File: src/rtl/thermo_ctrl.sv
// Thermostat controller: programmable setpoint/hysteresis, mode select,
// and min-on / min-off dwell timers that prevent actuator short-cycling.
module thermo_ctrl #(
  parameter int WIDTH   = 5,
  parameter int HW      = 3,
  parameter int MIN_ON  = 4,
  parameter int MIN_OFF = 3
) (
  input  logic             clk,
  input  logic             rst,
  input  logic [1:0]       mode,
  input  logic [WIDTH-1:0] setpoint,
  input  logic [HW-1:0]    hyst,
  input  logic [WIDTH-1:0] temperature,
  output logic             heating,
  output logic             cooling,
  output logic             lockout,
  output logic [1:0]       state
);

  typedef enum logic [1:0] {
    IDLE = 2'd0,
    HEAT = 2'd1,
    COOL = 2'd2
  } state_t;

  localparam int MAXC = (MIN_ON > MIN_OFF) ? MIN_ON : MIN_OFF;
  localparam int CW   = (MAXC < 1) ? 1 : $clog2(MAXC + 1);
  localparam logic [CW-1:0] ON_LOAD  = CW'(MIN_ON - 1);
  localparam logic [CW-1:0] OFF_LOAD = CW'(MIN_OFF);
  localparam logic [CW-1:0] ONE      = CW'(1);
  localparam logic [WIDTH:0] TMAX    = {1'b0, {WIDTH{1'b1}}};

  state_t          state_q, state_n;
  logic [CW-1:0]   on_q, on_n, off_q, off_n;
  logic            heating_q, cooling_q;

  logic [WIDTH:0]  sp_x, hy_x, tp_x, sum_x, low_x, high_x;
  logic            heat_en, cool_en, want_heat, want_cool;

  // Thresholds use one extra bit so clamping/saturation never wraps.
  always_comb begin
    sp_x   = {1'b0, setpoint};
    hy_x   = (WIDTH + 1)'(hyst);
    tp_x   = {1'b0, temperature};
    sum_x  = sp_x + hy_x;
    low_x  = (hy_x > sp_x) ? '0 : (sp_x - hy_x);
    high_x = (sum_x > TMAX) ? TMAX : sum_x;
  end

  // mode: 0=OFF, 1=HEAT_ONLY, 2=COOL_ONLY, 3=AUTO
  assign heat_en   = mode[0];
  assign cool_en   = mode[1];
  assign want_heat = heat_en && (tp_x <= low_x);
  assign want_cool = cool_en && (tp_x >= high_x);

  always_comb begin
    state_n = state_q;
    on_n    = (on_q != '0) ? (on_q - ONE) : '0;
    off_n   = off_q;
    case (state_q)
      IDLE: begin
        off_n = (off_q != '0) ? (off_q - ONE) : '0;
        if (off_q == '0) begin
          if (want_heat) begin
            state_n = HEAT;
            on_n    = ON_LOAD;
          end else if (want_cool) begin
            state_n = COOL;
            on_n    = ON_LOAD;
          end
        end
      end
      HEAT: begin
        if (!heat_en || ((tp_x >= sp_x) && (on_q == '0))) begin
          state_n = IDLE;
          off_n   = OFF_LOAD;
        end
      end
      COOL: begin
        if (!cool_en || ((tp_x <= sp_x) && (on_q == '0))) begin
          state_n = IDLE;
          off_n   = OFF_LOAD;
        end
      end
      default: begin
        state_n = IDLE;
        off_n   = OFF_LOAD;
      end
    endcase
  end

  always_ff @(posedge clk) begin
    if (rst) begin
      state_q   <= IDLE;
      on_q      <= '0;
      off_q     <= OFF_LOAD;
      heating_q <= 1'b0;
      cooling_q <= 1'b0;
    end else begin
      state_q   <= state_n;
      on_q      <= on_n;
      off_q     <= off_n;
      heating_q <= (state_n == HEAT);
      cooling_q <= (state_n == COOL);
    end
  end

  assign heating = heating_q;
  assign cooling = cooling_q;
  assign lockout = (off_q != '0);
  assign state   = state_q;

endmodule

File: config.mk
export PLATFORM = sky130hd
export DESIGN_NAME = thermo_ctrl
export DESIGN_NICKNAME = d
export VERILOG_FILES = /design/src/rtl/thermo_ctrl.sv
export SDC_FILE = /design/constraint.sdc
export NUM_CORES = 1
export LEC_CHECK = 0
export CORE_MARGIN = 2
export CORE_UTILIZATION = 52
export DETAILED_ROUTE_END_ITERATION = 10
export PLACE_DENSITY = 0.79
export SYNTH_ARGS = -nofsm -noshare
export SYNTH_HDL_FRONTEND = slang
export SYNTH_SLANG_ARGS = --single-unit
File: constraint.sdc
create_clock -name clk -period 4.3 [get_ports clk]
set_clock_uncertainty 0.05 [all_clocks]
set_input_delay 1.29 -clock clk [delete_from_list [all_inputs] [get_ports clk]]
set_output_delay 1.29 -clock clk [all_outputs]
set_load 0.005 [all_outputs]
==> results.sh <==
export IMPL_wl_per_cell_um=13.5
export IMPL_synth_nets=189
export IMPL_numCtsBuffers=3
export IMPL_synth_seq_cells=10
export IMPL_hold_end="off_q[2]"
export IMPL_setup_viol=0
export IMPL_cts_tree="built"
export IMPL_area_delta_synth_final_pct=24.5
export IMPL_post_cts_resized=0
export IMPL_antenna_left=0
export IMPL_cts_hold_buf=0
export IMPL_p_leak_nw=0.685
export IMPL_cp_max_fo=3
export IMPL_clock_sinks=10
export IMPL_startpoint_type="input pin"
export IMPL_r2r_start="off_q[0]"
export IMPL_status="completed"
export IMPL_worstPathRequired_ns=4.42
export IMPL_peakVddDrop_uv=222
export IMPL_die_area_mm2=0.00270
export IMPL_maxCapViolCount=0
export IMPL_drt_initial_drc_count=40
export IMPL_fin_crit_sh_pct=93.3
export IMPL_ff2ff_path_depth=4
export IMPL_min_period_ns=4.01
export IMPL_die_h_um=51.9
export IMPL_p_per_area_mw_per_mm2=221
export IMPL_p_total_mw=0.328
export IMPL_grt_max_degree=10
export IMPL_hp_start="off_q[2]"
export IMPL_drive_above_1_share_pct=7.47
export IMPL_coreArea_mm2=0.00219
export IMPL_synth_cell_type_count=48
export IMPL_port_buffers=21
export IMPL_path_class="input pin to flip-flop"
export IMPL_syn_cell_area_mm2=0.00119
export IMPL_r2r_end="cooling"
export IMPL_die_w_um=51.9
export IMPL_tns_ns=0
export IMPL_end_kind="flip-flop"
export IMPL_fin_util_pct=67.9
export IMPL_insertion_delay_ns=0.27
export IMPL_synth_cells=149
export IMPL_async_flop_share_pct=0
export IMPL_post_cts_buffers=0
export IMPL_clock_fmax_mhz=249
export IMPL_grt_pass1_vias=1150
export IMPL_antenna_found_initial=0
export IMPL_drtPass1Iterations=4
export IMPL_drc=0
export IMPL_r2r_slack_ns=2.74
export IMPL_synthFlopType="dfxtp_1"
export IMPL_cts_root_buffer="clkbuf_4"
export IMPL_num_rows=17
export IMPL_ys_seq_area_share_pct=16.8
export IMPL_grt_total_usage_pct=24.1
export IMPL_synth_warnings=0
export IMPL_synth_edf_count=0
export IMPL_holdWs_ns=0.467
export IMPL_num_antenna_cells=0
export IMPL_drv_slew=0
export IMPL_clkTransAtPathRegs_ns=0.07
export IMPL_vias=1168
export IMPL_synth_area_per_cell_um2=8.02
export IMPL_min_path_type="flip-flop to flip-flop"
export IMPL_hold_depth=1
export IMPL_grt_pass1_wl_um=4860
export IMPL_hpwl_um=2270
export IMPL_nets=215
export IMPL_tightest_slew_ns=0.368
export IMPL_hold_violations=0
export IMPL_start_util_pct=54.5
export IMPL_cp_data_arrival_time_ns=4.13
export IMPL_overflow=0
export IMPL_htreeDepth=1
export IMPL_rsz0062_at_grt="no"
export IMPL_routed_via_density=5.78
export IMPL_clock_path_buffers=2
export IMPL_wirelength_um=2730
export IMPL_slew_headroom_pct=75.3
export IMPL_gp_congestion=0.879
export IMPL_io_pins=22
## how the worst max path moves through the flow
stage,start,to,slack [ns],depth (start not counted)
after floorplan,setpoint[0],cooling,0.60,14
after global placement,hyst[1],cooling,0.03,13
after detailed placement,setpoint[0],cooling,-0.009,15
after CTS,setpoint[0],cooling,0.25,15
after global routing,hyst[1],cooling,0.02,13
final,setpoint[0],cooling,0.29,15
## critical path, stage by stage
cell and delay (ns):
clkdlybuf4s50_1 0.45, inv_1 0.08, ha_1 0.15, clkinv_1 0.14, fa_1 0.44, nand2_1 0.10
nor2_1 0.05, o21ai_1 0.13, o21a_1 0.13, ha_1 0.14, nand3_1 0.11, o221a_2 0.27
o311ai_2 0.29, inv_1 0.10, o32ai_1 0.28
## stage by stage
| stage | setup slack, ns | instance area [um^2] | cells |
|---|---|---|---|
| 5_1_grt | 0.0219 | 1490 | 202 |
| 3_3_place_gp | 0.0340 | 1440 | 198 |
| 6_report | 0.287 | 1490 | 202 |
| 4_1_cts | 0.248 | 1480 | 202 |
| 3_5_place_dp | -0.00912 | 1440 | 198 |
| 2_1_floorplan | 0.604 | 1190 | 149 |
## cell type report
| class | count | area (um^2) |
|---|---|---|
| Timing Repair Buffer | 23 | 225 |
| Multi-Input combinational cell | 121 | 931 |
| Sequential cell | 10 | 200 |
| Fill cell | 195 | 703 |
| Tap cell | 28 | 35.0 |
| Inverter | 16 | 60.1 |
| Clock buffer | 4 | 36.3 |
## metal layers
metal	GRT usage (%)	routed length (um)	up-vias	part of all wire (%)
li1	-	-	594	-
met1	32.3	1280	531	47
met2	37.8	1270	41	47
met3	5.17	169	2	6.2
met4	8.33	14	0	0.51
met5	0	0	-	0
## state kept, by name, indices dropped and copies added (netlist names)
register  count
state         2
on_q          3
heating       1
cooling       1
off_q         3
## kinds of logic after synthesis
logic type	after synthesis	synth area share, %
compound gates	46	26.8
xor+xnor	1	0.733
fa+ha+maj	23	25.3
buf+inv	18	6.28
flops	10	16.8
mux	1	0.942
simple gates	50	23.1
## power by group
| part | internal, mW | leakage (nW) | total (mW) | switching [mW] |
|---|---|---|---|---|
| Sequential | 0.0980 | 0.0814 | 0.104 | 0.00573 |
| Combinational | 0.0666 | 0.582 | 0.139 | 0.0720 |
| Clock | 0.0515 | 0.0210 | 0.0860 | 0.0345 |
| Total | 0.216 | 0.685 | 0.328 | 0.112 |
## cell usage after synthesis (2+ instances only)
cell type / n / area, um^2
a21o_1: 2 / 15.0
a21oi_1: 16 / 80.1
a31oi_1: 2 / 12.5
and2_1: 3 / 18.8
and3_1: 3 / 18.8
dfxtp_1: 10 / 200
fa_1: 2 / 40.0
ha_1: 21 / 263
inv_1: 15 / 56.3
nand2_1: 10 / 37.5
nand2b_1: 2 / 12.5
nand3_1: 6 / 30.0
nand3b_1: 2 / 15.0
nor2_1: 12 / 45.0
nor3_1: 2 / 10.0
o21a_1: 3 / 22.5
o21ai_0: 4 / 20.0
o21ai_1: 3 / 15.0
o32ai_1: 2 / 17.5
## layout by cell type, fill, tap and decap left out, drive strengths merged, types with 2 or more instances in the layout
| master | count |
|---|---|
| dfxtp | 10 |
| and3 | 3 |
| nand2b | 3 |
| nand3b | 2 |
| ha | 21 |
| o32ai | 2 |
| a21oi | 16 |
| nand3 | 6 |
| buf | 2 |
| fa | 2 |
| o21ai | 7 |
| and2 | 3 |
| o21a | 3 |
| nand2 | 10 |
| nor2 | 12 |
| nor3 | 3 |
| a21o | 2 |
| a31oi | 2 |
| clkbuf | 4 |
| inv | 15 |
| or3 | 2 |
| clkdlybuf4s50 | 21 |
Power figures use the tool's default switching activity.
